## config.mk

```make
export PLATFORM = sky130hd
export DESIGN_NAME = slave_rx_buffer_flat
export DESIGN_NICKNAME = d
export VERILOG_FILES = /design/src/rtl/interconnect_pkg.sv /design/src/rtl/slave_rx_buffer_if.sv /design/src/rtl/rx_fifo_mem.sv /design/src/rtl/slave_rx_buffer.sv /design/src/flat_wrapper.sv
export SDC_FILE = /design/constraint.sdc
export NUM_CORES = 1
export LEC_CHECK = 0
export CORE_MARGIN = 2
export CORE_UTILIZATION = 62
export CTS_CLUSTER_DIAMETER = 200
export DETAILED_ROUTE_END_ITERATION = 8
export PLACE_DENSITY = 0.84
export SLEW_MARGIN = 25
export SYNTH_ARGS = -nofsm -noshare
export SYNTH_HDL_FRONTEND = slang
export SYNTH_SLANG_ARGS = --single-unit
```

## constraint.sdc

```tcl
create_clock -name pclk -period 11.7 [get_ports pclk]
set_input_delay 1.17 -clock pclk [delete_from_list [all_inputs] [get_ports pclk]]
set_output_delay 1.17 -clock pclk [all_outputs]
set_load 0.05 [all_outputs]
```

## src/rtl/interconnect_pkg.sv

```systemverilog
// Shared definitions for the interconnect output side: default widths,
// the per-slave receive status record and the rx flow-control states.
package interconnect_pkg;

  localparam int DATA_WIDTH_DEF = 32;
  localparam int DROP_CNT_W_DEF = 8;
  localparam int RX_DEPTH_DEF   = 8;
  localparam int RX_LEVEL_W_DEF = $clog2(RX_DEPTH_DEF) + 1;

  typedef struct packed {
    logic                      overflow;
    logic [DROP_CNT_W_DEF-1:0] drop_count;
    logic [RX_LEVEL_W_DEF-1:0] level;
  } rx_status_t;

  // Flow-control view of the receive buffer, derived from occupancy.
  typedef enum logic {
    FC_ACCEPT = 1'b0,
    FC_FULL   = 1'b1
  } fc_state_t;

endpackage

```

## src/rtl/slave_rx_buffer_if.sv

```systemverilog
// Delivery, consumer handshake and status signals of one per-slave rx buffer.
// The slave modport is the buffer side; master is the interconnect/consumer side.
interface slave_rx_buffer_if
  import interconnect_pkg::*;
#(
  parameter int DATA_WIDTH = DATA_WIDTH_DEF,
  parameter int DEPTH      = RX_DEPTH_DEF,
  parameter int DROP_CNT_W = DROP_CNT_W_DEF
);

  localparam int LVL_W = $clog2(DEPTH) + 1;

  logic [DATA_WIDTH-1:0] slave_data;
  logic                  slave_valid;
  logic [DATA_WIDTH-1:0] rd_data;
  logic                  rd_valid;
  logic                  rd_ready;
  logic [LVL_W-1:0]      level;
  logic                  almost_full;
  logic                  overflow;
  logic [DROP_CNT_W-1:0] drop_count;
  logic                  clr_overflow;

  modport slave (
    input  slave_data, slave_valid, rd_ready, clr_overflow,
    output rd_data, rd_valid, level, almost_full, overflow, drop_count
  );

  modport master (
    output slave_data, slave_valid, rd_ready, clr_overflow,
    input  rd_data, rd_valid, level, almost_full, overflow, drop_count
  );

endinterface

```

## src/rtl/rx_fifo_mem.sv

```systemverilog
// Storage array for the rx buffer: one synchronous write port and an
// asynchronous read port. Contents are deliberately not reset.
module rx_fifo_mem #(
  parameter int DEPTH      = 8,
  parameter int DATA_WIDTH = 32,
  parameter int PTR_W      = $clog2(DEPTH)
) (
  input  logic                  i_clk,
  input  logic                  i_we,
  input  logic [PTR_W-1:0]      i_waddr,
  input  logic [DATA_WIDTH-1:0] i_wdata,
  input  logic [PTR_W-1:0]      i_raddr,
  output logic [DATA_WIDTH-1:0] o_rdata
);

  logic [DATA_WIDTH-1:0] r_mem [DEPTH];

  // Write port.
  always_ff @(posedge i_clk) begin
    if (i_we) begin
      r_mem[i_waddr] <= i_wdata;
    end
  end

  assign o_rdata = r_mem[i_raddr];

endmodule

```

## src/rtl/slave_rx_buffer.sv

```systemverilog
// Per-slave receive FIFO behind the interconnect. Deliveries cannot be
// back-pressured, so arrivals at full are dropped, flagged and counted.
module slave_rx_buffer
  import interconnect_pkg::*;
#(
  parameter int DATA_WIDTH  = DATA_WIDTH_DEF,
  parameter int DEPTH       = RX_DEPTH_DEF,
  parameter int AFULL_LEVEL = 6,
  parameter int DROP_CNT_W  = DROP_CNT_W_DEF
) (
  input  logic             pclk,
  input  logic             rstn,
  slave_rx_buffer_if.slave bus
);

  localparam int PTR_W = $clog2(DEPTH);
  localparam int LVL_W = $clog2(DEPTH) + 1;
  localparam logic [LVL_W-1:0]      LVL_FULL  = LVL_W'(DEPTH);
  localparam logic [LVL_W-1:0]      LVL_AFULL = LVL_W'(AFULL_LEVEL);
  localparam logic [DROP_CNT_W-1:0] DROP_MAX  = {DROP_CNT_W{1'b1}};

  logic [PTR_W-1:0]      r_wr_ptr;
  logic [PTR_W-1:0]      r_rd_ptr;
  logic [LVL_W-1:0]      r_level;
  logic                  r_rd_valid;
  logic                  r_almost_full;
  logic                  r_overflow;
  logic [DROP_CNT_W-1:0] r_drop_count;

  fc_state_t             w_fc_state;
  logic                  w_pop;
  logic                  w_push;
  logic                  w_drop;
  logic [LVL_W-1:0]      w_level_nxt;
  logic [DATA_WIDTH-1:0] w_rd_data;

  // Flow-control state is a pure function of occupancy, never stored.
  assign w_fc_state = (r_level == LVL_FULL) ? FC_FULL : FC_ACCEPT;
  assign w_pop      = r_rd_valid & bus.rd_ready;

  // Decide whether this cycle's delivery is stored or dropped.
  always_comb begin
    w_push = 1'b0;
    w_drop = 1'b0;
    case (w_fc_state)
      FC_ACCEPT: begin
        w_push = bus.slave_valid;
        w_drop = 1'b0;
      end
      FC_FULL: begin
        if (bus.slave_valid && w_pop) begin
          w_push = 1'b1;
          w_drop = 1'b0;
        end else if (bus.slave_valid) begin
          w_push = 1'b0;
          w_drop = 1'b1;
        end else begin
          w_push = 1'b0;
          w_drop = 1'b0;
        end
      end
      default: begin
        w_push = 1'b0;
        w_drop = 1'b0;
      end
    endcase
  end

  // Next occupancy; a simultaneous push and pop leaves it unchanged.
  always_comb begin
    w_level_nxt = r_level;
    case ({w_push, w_pop})
      2'b10:   w_level_nxt = r_level + LVL_W'(1);
      2'b01:   w_level_nxt = r_level - LVL_W'(1);
      default: w_level_nxt = r_level;
    endcase
  end

  // Pointers, occupancy and the status flags derived from it.
  always_ff @(posedge pclk or negedge rstn) begin
    if (!rstn) begin
      r_wr_ptr      <= {PTR_W{1'b0}};
      r_rd_ptr      <= {PTR_W{1'b0}};
      r_level       <= {LVL_W{1'b0}};
      r_rd_valid    <= 1'b0;
      r_almost_full <= 1'b0;
    end else begin
      if (w_push) begin
        r_wr_ptr <= r_wr_ptr + PTR_W'(1);
      end
      if (w_pop) begin
        r_rd_ptr <= r_rd_ptr + PTR_W'(1);
      end
      r_level       <= w_level_nxt;
      r_rd_valid    <= (w_level_nxt != {LVL_W{1'b0}});
      r_almost_full <= (w_level_nxt >= LVL_AFULL);
    end
  end

  // Drop bookkeeping; a drop in the clearing cycle counts as the first new drop.
  always_ff @(posedge pclk or negedge rstn) begin
    if (!rstn) begin
      r_overflow   <= 1'b0;
      r_drop_count <= {DROP_CNT_W{1'b0}};
    end else if (w_drop) begin
      r_overflow <= 1'b1;
      if (bus.clr_overflow) begin
        r_drop_count <= DROP_CNT_W'(1);
      end else if (r_drop_count != DROP_MAX) begin
        r_drop_count <= r_drop_count + DROP_CNT_W'(1);
      end
    end else if (bus.clr_overflow) begin
      r_overflow   <= 1'b0;
      r_drop_count <= {DROP_CNT_W{1'b0}};
    end
  end

  rx_fifo_mem #(
    .DEPTH      (DEPTH),
    .DATA_WIDTH (DATA_WIDTH),
    .PTR_W      (PTR_W)
  ) u_mem (
    .i_clk   (pclk),
    .i_we    (w_push),
    .i_waddr (r_wr_ptr),
    .i_wdata (bus.slave_data),
    .i_raddr (r_rd_ptr),
    .o_rdata (w_rd_data)
  );

  assign bus.rd_data     = w_rd_data;
  assign bus.rd_valid    = r_rd_valid;
  assign bus.level       = r_level;
  assign bus.almost_full = r_almost_full;
  assign bus.overflow    = r_overflow;
  assign bus.drop_count  = r_drop_count;

endmodule

```

## src/flat_wrapper.sv

```systemverilog
// flat-port wrapper written by rule: the top's interface ports become plain ports
module slave_rx_buffer_flat import interconnect_pkg::*;
#(
  parameter int DATA_WIDTH  = DATA_WIDTH_DEF,
  parameter int DEPTH       = RX_DEPTH_DEF,
  parameter int AFULL_LEVEL = 6,
  parameter int DROP_CNT_W  = DROP_CNT_W_DEF
)
  (pclk, rstn, bus_slave_data, bus_slave_valid, bus_rd_ready, bus_clr_overflow, bus_rd_data, bus_rd_valid, bus_level, bus_almost_full, bus_overflow, bus_drop_count);
  slave_rx_buffer_if #(.DATA_WIDTH(DATA_WIDTH), .DEPTH(DEPTH), .DROP_CNT_W(DROP_CNT_W)) bus_i ();
  input  logic pclk;
  input  logic rstn;
  input wire logic [$bits(bus_i.slave_data)-1:0] bus_slave_data;
  input wire logic [$bits(bus_i.slave_valid)-1:0] bus_slave_valid;
  input wire logic [$bits(bus_i.rd_ready)-1:0] bus_rd_ready;
  input wire logic [$bits(bus_i.clr_overflow)-1:0] bus_clr_overflow;
  output wire logic [$bits(bus_i.rd_data)-1:0] bus_rd_data;
  output wire logic [$bits(bus_i.rd_valid)-1:0] bus_rd_valid;
  output wire logic [$bits(bus_i.level)-1:0] bus_level;
  output wire logic [$bits(bus_i.almost_full)-1:0] bus_almost_full;
  output wire logic [$bits(bus_i.overflow)-1:0] bus_overflow;
  output wire logic [$bits(bus_i.drop_count)-1:0] bus_drop_count;
  assign bus_i.slave_data = bus_slave_data;
  assign bus_i.slave_valid = bus_slave_valid;
  assign bus_i.rd_ready = bus_rd_ready;
  assign bus_i.clr_overflow = bus_clr_overflow;
  assign bus_rd_data = bus_i.rd_data;
  assign bus_rd_valid = bus_i.rd_valid;
  assign bus_level = bus_i.level;
  assign bus_almost_full = bus_i.almost_full;
  assign bus_overflow = bus_i.overflow;
  assign bus_drop_count = bus_i.drop_count;
  slave_rx_buffer #(.DATA_WIDTH(DATA_WIDTH), .DEPTH(DEPTH), .AFULL_LEVEL(AFULL_LEVEL), .DROP_CNT_W(DROP_CNT_W)) u_core (.pclk(pclk), .rstn(rstn), .bus(bus_i));
endmodule
```

==> results of run 1 <==
worst reg2reg max path, stage by stage (launching register included):
cell	delay, ps
dfrtp_1	510
nand2_1	230
a21boi_0	500
nand2_1	350
nor2_4	630
buf_4	400
cells by family after synthesis:
logic type	after synthesis
xor+xnor	8
fa+ha+maj	4
simple gates	47
flops	277
compound gates	25
mux	99
buf+inv	23
layout by cell type (no fill, tap or decap), types with 2 or more instances in the layout:
cell and instances:
clkdlybuf4s50_1 82, xor2_1 3, o21ai_0 5, nand2b_1 2, edfxtp_1 256, and3_1 4, bufinv_16 2, clkinv_2 4
a21o_1 2, clkinvlp_4 3, o21a_1 2, clkinv_1 7, clkbuf_16 27, nor2_1 4, nor2_4 3, xnor2_1 5
mux2_2 34, a21oi_1 6, inv_1 3, buf_4 13, ha_1 4, nor3_1 2, or3_1 4, dfrtp_2 2
nand4_1 4, clkbuf_1 2, nor3_2 4, dfrtp_1 18, nand2_1 8, mux4_2 64, nand3_1 6
area by class of cell:
cell class	count	area [um^2]
Clock inverter	17	138
Clock buffer	29	683
Tap cell	225	282
Multi-Input combinational cell	183	2440
Inverter	3	11.3
Fill cell	946	4340
Sequential cell	277	8220
Timing Repair Buffer	97	943
power by group:
| part | total (mW) | internal, mW | switching (mW) |
|---|---|---|---|
| clock network | 0.800 | 0.462 | 0.337 |
| logic | 1.27 | 0.545 | 0.725 |
| registers | 1.37 | 1.24 | 0.132 |
sequential cells by signal (all words and copies together), names as in the netlist:
name                    cells
u_core.u_mem.r_mem        256
u_core.bus.rd_valid         1
u_core.bus.overflow         1
u_core.bus.almost_full      1
u_core.bus.level            4
u_core.bus.drop_count       8
u_core.r_wr_ptr             3
u_core.r_rd_ptr             3
routing by layer:
layer / vias to the layer above / GRT usage [%]
met5: - / 0
met1: 2747 / 31.8
met4: 0 / 5.96
li1: 2238 / -
met2: 205 / 39.4
met3: 30 / 3.63
through the flow:
step                      util [%]  power (mW)
after global routing          74.5        3.57
after global placement        69.6        2.63
after floorplan                  -        2.27
after CTS                     74.4        3.47
final                         74.5        3.44
after detailed placement      69.6        2.66
worst paths after layout:
path / to / slack (ps) / depth (start not counted)
min in group asynchronous: u_core.bus.drop_count[7] / 590 / 1
worst max register to register: u_core.u_mem.r_mem[5][11] / 8740 / 5
worst min-delay path: u_core.bus.overflow / 540 / 2
worst min register to register: u_core.bus.overflow / 540 / 2
worst max-delay path: bus_rd_data[10] / 6990 / 5
max in group asynchronous: u_core.r_rd_ptr[0] / 10750 / 1
==> summary.md, run 1 <==
* 458 — violation count after the first detailed-routing iteration
* 0.000201 V — worst voltage drop across the vdd grid
* 0 — global route overflow
* 12,700 um^2 — final design area excluding fillers
* 212 MHz — fmax
* clkdlybuf4s50_1 — slowest CP cell
* 28 — highest fanout seen on the critical path
* 0 — number of cells upsized or downsized after cts
* 31,300 um — wire length of the first global-routing pass
* 0 — max-slew violations
* 0.801 — RePlAce Congestion
* 0 — total number of yosys warnings
* 0 — number of antenna violations at the first check in global routing
* met4 — uppermost signal routing layer after detailed routing
* flop — kind of start point of the critical path
* 0 — # Max-Cap Violations
* 26 — clock buffers created by TritonCTS
* 10,530 ps — Required @ worst endpoint
* 41 — post-synthesis cell type count
* 27.2% — share of final-layout standard cells stronger than drive strength 1
* 0 — number of hold-repair buffers added at the cts stage
* 3 — Max Root-Sink Buffers
* 2.44% — share of synthesized cell area in and, or, nand and nor gates
* edfxtp_1, mux4_2, mux2_2 — Synth top cells by count
* 0 — post-route DRC violation count
* 23.1% — GRT Total Usage
* 831 — Cell Count, Final, Fillers Out
* 6.28 — via count normalized by instance count
* 10,600 um — routed length on met2
* clkbuf_16 — buffer type at the clock tree root
* no — setup repair after global routing missed its margin
* 6990 ps — fin worst setup slack
* 483 — number of instances in the synthesized netlist
* 271 nW/um^2 — power density cells
* 135 um — vertical die dimension
* edfxtp_1 — cell accounting for the most synthesized area
* 1160 um — amount of wire on met3 after detailed routing
* 11,900 um^2 — Area after DPL
* 1020 ps — Tightest Pin Transition
* 48 — Cell Rows
* 5,220 — detailed-route via count
* buffers and inverters — CP top delay family
* 4710 ps — post-route minimum period
* 83 — Port Buffers
* 17.1% — multiplexer share of the synthesized area
* 3 — sum of buffers and inverters on the critical path
* 1.60% — synthesized-area fraction occupied by ao, oa, aoi and oai cells
* done — CTS tree
* 784 — cell count after placement
* 256 — EDFF count, synth
* 4.14 nW — Static Leak
* 3540 ps — Worst Path Arrival
* 18.8% — area growth from synthesis to layout
* 0 — Final Setup Violations
* 7310 ps — pre-CTS setup slack
* 60 ps — CTS clk-pin slew, worst paths
* 17,100 um^2 — area of the core
* 0 — count of antenna diodes in the layout
* flop to primary output — Worst Setup Path Type
* 5,471 — vias in the first global route
* 71.8% — proportion of netlist area held by the largest area contributor
* 24.5 um — routed wire length per instance
* 700 ps — Worst path max stage delay
* 11,700 um — total half-perimeter wirelength after legalization and detailed placement
* 76.8% — post-synthesis sequential area ratio
* u_core.bus.rd_valid — launch point of the worst reg-to-reg path
* 18,300 um^2 — area of the die
* primary output — CP Capture Type
* 135 um — Chip Width
* edfxtp_1, mux4_2, dfrtp_1 — Area contributors post-synth
* 22.2 um^2 — average cell area after synthesis
* 541 ps — Final Hold Slack
* 40.2% — final cycle utilization of the critical path
* multiplexers — combinational family with the most area after synthesis
* 8270 um — routed length on met1
* 10,700 um^2 — netlist area before placement
* 277 — CTS Sinks
* buf_4 > buf_12 > mux4_2 > mux2_2 > clkdlybuf4s50_1 — worst-path cell chain
* complete, no violations — outcome
* flop to flop — path class of the lowest-slack min-delay path
* 0 — Routed Antenna Nets
* edfxtp_1 — count leader, synth
* 84 — Boundary Pins
* 0 ps — setup_tns
* 62.7% — initial standard-cell utilization of the core
* 0 — Final Hold Fails
* 277 — synthesized flop and latch total
* 0.655% — Post-Synth XOR/XNOR Area
* 5 — first drt pass iteration count
* edfxtp_1 — dominant register cell in the synthesized netlist
* 7.58% — proportion of register bits with asynchronous set or reset after synthesis
* 629 — Net count, final
* 520 ps — source-to-sink clock delay at the later pin of the worst-skew pair
* 1 — number of H-tree levels
* 31.8% — Slew Limit Headroom
* u_core.bus.overflow — Min-Delay Startpoint
* u_core.r_rd_ptr[0] — startpoint of the worst setup timing path
* 0.468% — Post-Synth Adder-Cell Area
* 49 — pin count of the biggest net entering global routing
* 0 — post-CTS setup buffers
* 524 — post-synthesis net count
* 20,400 um — routed wire length
* 18.4 ps — Max Clock Skew
No activity file was read; power rests on OpenSTA's default activity.
==> run 2, diff against run 1 <==
--- a/config.mk
+++ b/config.mk
@@ -6,10 +6,10 @@
 export NUM_CORES = 1
 export LEC_CHECK = 0
 export CORE_MARGIN = 2
-export CORE_UTILIZATION = 62
+export CORE_UTILIZATION = 52
 export CTS_CLUSTER_DIAMETER = 200
 export DETAILED_ROUTE_END_ITERATION = 8
-export PLACE_DENSITY = 0.84
+export PLACE_DENSITY = 0.75
 export SLEW_MARGIN = 25
 export SYNTH_ARGS = -nofsm -noshare
 export SYNTH_HDL_FRONTEND = slang
==> constraint.sdc (replaced) <==
create_clock -name pclk -period 4.1 [get_ports pclk]
set_input_delay 0.41 -clock pclk [delete_from_list [all_inputs] [get_ports pclk]]
set_output_delay 0.41 -clock pclk [all_outputs]
set_load 0.05 [all_outputs]
==> run 2 against run 1 <==
Against the previous run: critical path depth shrank 1; wire length is 1.8% lower; clock skew fell by 10 ps; clock power grew to 2.8 times the previous value; core utilization down 11 points; largest power group unchanged; combinational power increased to 2.9 times the previous value; worst setup slack got worse by 6500 ps; critical path type unchanged.
==> summary.md, run 2 (same netlist as run 1, synthesis figures left out) <==
* 516 ps — fin worst setup slack, was 6990 ps
* 768 nW/um^2 — power density cells, was 271 nW/um^2
* input pin to async pin — path class of the lowest-slack min-delay path, was flop to flop
* 359 — violation count after the first detailed-routing iteration, was 458
* 3580 ps — post-route minimum period
* 0 — Final Hold Fails, unchanged
* 3 — Max Root-Sink Buffers, unchanged
* 27.5% — share of final-layout standard cells stronger than drive strength 1, was 27.2%
* 147 um — Chip Width, was 135 um
* 8.41 ps — Max Clock Skew, was 18.4 ps
* 0 — max-slew violations, unchanged
* clkbuf_16 — buffer type at the clock tree root, unchanged
* 991 ps — Tightest Pin Transition, was 1020 ps
* dfrtp_4 — slowest CP cell, was clkdlybuf4s50_1
* 4 — Stages on worst setup path, was 5
* 256 — max FFs per register, unchanged
* 3170 ps — Worst Path Arrival, was 3540 ps
* 34.0% — Slew Limit Headroom, was 31.8%
* 60 ps — CTS clk-pin slew, worst paths, about the same
* u_core.u_mem.r_mem — Largest Register, unchanged
* 5,463 — vias in the first global route, was 5,471
* 0 — Final Setup Violations, unchanged
* 835 — cell count after placement, was 784
* 5,082 — detailed-route via count, was 5,220
* 147 um — vertical die dimension, was 135 um
* 0 — post-CTS setup buffers, unchanged
* 21,700 um^2 — area of the die, was 18,300 um^2
* 12,100 um — total half-perimeter wirelength after legalization and detailed placement, was 11,700 um
* 87.4% — final cycle utilization of the critical path
* 0 — post-route DRC violation count, unchanged
* no — setup repair after global routing missed its margin, unchanged
* 0.782 — RePlAce Congestion, was 0.801
* done — CTS tree, unchanged
* u_core.bus.rd_valid — launch point of the worst reg-to-reg path, unchanged
* edfxtp_1 — most common library cell in the layout ignoring fill and taps, unchanged
* 279 MHz — fmax
* complete, no violations — outcome, unchanged
* 0 — number of antenna violations at the first check in global routing, unchanged
* 1 — number of H-tree levels, unchanged
* 12,000 um^2 — Area after DPL, was 11,900 um^2
* 83 — Port Buffers, unchanged
* 35 — pin count of the biggest net entering global routing, was 49
* u_core.r_rd_ptr[0] — startpoint of the worst setup timing path, unchanged
* 0 — number of hold-repair buffers added at the cts stage, unchanged
* flop to primary output — Worst Setup Path Type, unchanged
* 25 — highest fanout seen on the critical path, was 28
* 4 — first drt pass iteration count, was 5
* 20.1% — area growth from synthesis to layout, was 18.8%
* 1,332 — number of fillers in the final layout, was 946
* 22.6 um — routed wire length per instance, was 24.5 um
* 0 ps — setup_tns, unchanged
* 84 — Boundary Pins, unchanged
* 1220 ps — worst reg2reg setup slack, was 8740 ps
* 52.9% — initial standard-cell utilization of the core, was 62.7%
* buf_4 > mux4_2 > mux2_2 > clkdlybuf4s50_1 — worst-path cell chain, was buf_4 > buf_12 > mux4_2 > mux2_2 > clkdlybuf4s50_1
* 2 — sum of buffers and inverters on the critical path, was 3
* edfxtp_1, clkdlybuf4s50_1, mux4_2 — commonest cells after routing, fill and taps aside, unchanged
* 28 — clock buffers created by TritonCTS, was 26
* 0 — # Max-Cap Violations, unchanged
* 5.75 — via count normalized by instance count, was 6.28
* 277 — CTS Sinks, unchanged
* 20,200 um^2 — area of the core, was 17,100 um^2
* 20,000 um — routed wire length, was 20,400 um
* 884 — Cell Count, Final, Fillers Out, was 831
* 52 — Cell Rows, was 48
* 0 — global route overflow, unchanged
* primary output — CP Capture Type, unchanged
* flop — kind of start point of the critical path, unchanged
* 520 ps — source-to-sink clock delay at the later pin of the worst-skew pair, about the same
* 12,800 um^2 — final design area excluding fillers, was 12,700 um^2
* 657 ps — pre-CTS setup slack, was 7310 ps
* 0 — number of cells upsized or downsized after cts, unchanged
* 63.5% — core occupancy in the finished layout, was 74.5%
* 637 — Net count, final, was 629
* 0 — count of antenna diodes in the layout, unchanged
* 0 — Routed Antenna Nets, unchanged
* 770 ps — Worst path max stage delay, was 700 ps
* 0.000558 V — worst voltage drop across the vdd grid, was 0.000201 V
* u_core.u_mem.r_mem[5][4] — Reg-to-Reg End, was u_core.u_mem.r_mem[5][11]
* 4.19 nW — Static Leak, was 4.14 nW
* 31,400 um — wire length of the first global-routing pass, was 31,300 um
* 367 ps — Final Hold Slack, was 541 ps
* 9.86 mW — total power, was 3.44 mW
* buffers and inverters — CP top delay family, unchanged
* 18.9% — GRT Total Usage, was 23.1%
* bus_rd_data[5] — timing endpoint of the critical path, was bus_rd_data[10]
* 3690 ps — Required @ worst endpoint, was 10,530 ps
* 5 — r2r worst-path depth, unchanged
run 2: cell types whose count changed in the layout (fill, tap and decap cells not counted), sizes merged:
cell and change:
bufinv -2, buf +5, clkinvlp -3, clkbuf +11, clkinv -5, inv +1, dlygate4sd3 +1
run 2: worst min-delay path by stage:
stage | from | endpoint | depth (start not counted)
floorplan | rstn | u_core.bus.almost_full | 0
global placement | u_core.bus.overflow | u_core.bus.overflow | 2
detailed placement | u_core.bus.overflow | u_core.bus.overflow | 2
CTS | rstn | u_core.bus.overflow | 1
global route | rstn | u_core.bus.drop_count[1] | 2
finish | rstn | u_core.bus.overflow | 2
run 2: final cells by class:
class	count	area, um^2	area share (%)
Clock buffer	40	787	6.12
Clock inverter	8	40.0	0.312
Inverter	3	11.3	0.0876
Multi-Input combinational cell	183	2450	19.1
Sequential cell	277	8220	64.0
Tap cell	270	338	2.63
Timing Repair Buffer	103	1000	7.81
run 2: per-layer routing:
metal  up-vias  track usage [%]  wire length (um)
met4         0             5.24               466
li1       2247                -                 -
met5         -                0                 0
met1      2664             24.8              8000
met2       136             33.5             10700
met3        35             2.69               782
run 2: worst reg2reg max path, cell delays in order (launching register included):
cell and delay [ps]:
dfrtp_1 480, nand2_1 200, a21boi_0 550, nand2_1 390
nor2_4 580, buf_4 360
run 2: power breakdown:
part	switching, mW	internal (mW)
clock network	0.954	1.32
registers	0.330	3.54
logic	2.12	1.59
total	3.41	6.46
==> edit: new RTL, settings of run 2 <==
`DATA_WIDTH_DEF`: 32 -> 16.
--- a/src/rtl/interconnect_pkg.sv
+++ b/src/rtl/interconnect_pkg.sv
@@ -2,7 +2,7 @@
 // the per-slave receive status record and the rx flow-control states.
 package interconnect_pkg;
 
-  localparam int DATA_WIDTH_DEF = 32;
+  localparam int DATA_WIDTH_DEF = 16;
   localparam int DROP_CNT_W_DEF = 8;
   localparam int RX_DEPTH_DEF   = 8;
   localparam int RX_LEVEL_W_DEF = $clog2(RX_DEPTH_DEF) + 1;
Interface: changed (resized bus_rd_data and bus_slave_data); port bits go from 84 to 52. No check against the original RTL was run, so the function may have changed too.
==> edit against run 2 <==
- routed wire length decreased by 44%
- sequential power decreased by 45%
- total power decreased by 41%
- setup slack improved by 0.38 ns
- sequential cell count decreased by 128
- final area decreased by 43%
- register-to-register slack improved by 0.42 ns
- synthesized area decreased by 44%
- critical endpoint is now bus_rd_data[0]
- largest cell class unchanged
- largest power group unchanged
==> edit: results (changes against run 2) <==
The slowest cell on the critical path is clkdlybuf4s50_1. Depth of the CTS H-tree: 4 (+3). Worst setup slack for register-to-register paths: 1.64 ns (+0.42 ns). The logs give 2 (-1) for the maximum clock path buffer count and 1.63 mW (-29%) for the clock group total power. Xor-xnor portion of the synthesized cell area: 1.33% (+0.67 points).

The routed wire length was 11200 um (-44%); the peak fanout along the critical path was 27 (+8.0%). In this run the critical register-to-register path is launched from u_core.bus.rd_valid$_DFF_PN0_. The logs give 494 (-41%) for the instance count after placement with tap cells included and 4.70% (+2.0 points) for the met3 layer usage reported by global route.

The first-pass detailed-route iteration total is 4 (unchanged). The clock buffer count from CTS came out at 17 (-39%). The logs give 324 (-38%) for the number of nets produced by synthesis and 5660 um (-47%) for the met2 wirelength from detailed routing. The largest net degree at the start of global routing was 33 (-5.7%); the flip-flop count of the largest register after layout was 128 (-50%). The fraction of layout instances using a drive strength above 1 works out to 27.9% (+0.34 points).

The synthesized-area fraction occupied by adder cells was 0.841% (+0.37 points). For the reported leakage power, the log shows 2.49 nW (-41%). Global routing usage on met2: 30.6% (-2.9 points). For the via count of the first global-routing pass, the log shows 3070 (-44%). The maximum vdd ir drop came out at 557 uV (-0.12%). The transition time of the tightest slew-check pin was 0.954 ns (-0.0366 ns); the number of nets at the end of the flow was 396 (-38%). The tools report the final weighted congestion of routability-driven global placement as 0.804 (+2.7%). The endpoint identified for the worst register-to-register timing path is u_core.u_mem.r_mem[5][9]$_DFFE_PP_. The worst slack after detailed placement was 1.10 ns (+0.445 ns).

The fraction of the mapped netlist area in compound gates works out to 2.88% (+1.3 points). The run finished with clean final reports. For the number of fillers in the final layout, the log shows 757 (-43%).

The final cell count without fillers was 527 (-40%); the combined global-route utilization of all metal layers was 19.6% (+0.67 points). Number of I/O port buffers: 51 (-39%). For the portion of total power attributed to sequential cells, the log shows 36.2% (-3.1 points). After synthesis, the cell types taking the most area are edfxtp_1 65%, mux4_2 12%, dfrtp_1 8.8%. The clock latency on the worst-skew pair was 0.42 ns (-0.10 ns); the half-perimeter wire length of the detailed placement result was 6750 um (-44%).

The routed wire length on met3 was 592 um (-24%); the worst stage delay on the critical path was 0.70 ns (-0.07 ns). The portion of netlist area occupied by mux cells came out at 15.7% (-1.5 points). The wire length of the first global-routing pass came out at 17800 um (-43%).

The post-synthesis sequential area ratio was 73.5% (-3.3 points); the placed standard-cell area was 6720 um2 (-44%). The count of unique library cells instantiated by Yosys was 43 (+4.9%); the clock share of power was 28.1% (+5.0 points). The number of enable flip-flop cells after synthesis was 128 (-50%). Synthesized area divided by synthesized cell count: 19.9 um2 (-10%). The final hold slack is 0.490 ns (+0.123 ns). Ranked by instance count, the synthesized netlist is headed by 128 x edfxtp_1, 32 x mux4_2, 21 x dfrtp_1, 18 x mux2_2, 9 x nor2_1. For the initial detailed-routing violation count, the log shows 242 (-33%).
==> edit: final cells by class <==
| cell class | count | area [um2] | area share, % |
|---|---|---|---|
| repair buffers | 65 | 626 | 8.51 |
| inverters | 1 | 3.75 | 0.0510 |
| flip-flops and latches | 149 | 4370 | 59.4 |
| well taps | 143 | 179 | 2.43 |
| clock inverters | 14 | 200 | 2.72 |
| multi-input cells | 137 | 1550 | 21.0 |
| clock buffers | 18 | 429 | 5.84 |
==> edit: worst max path at each step <==
stage	slack [ns]	to	cells after the start
after CTS	0.84	bus_rd_data[0]	4
after detailed placement	1.10	u_core.u_mem.r_mem[5][15]$_DFFE_PP_	6
after global routing	0.78	bus_rd_data[9]	4
after global placement	1.25	u_core.u_mem.r_mem[5][13]$_DFFE_PP_	6
after floorplan	0.90	u_core.u_mem.r_mem[0][0]$_DFFE_PP_	4
final	0.90	bus_rd_data[0]	4
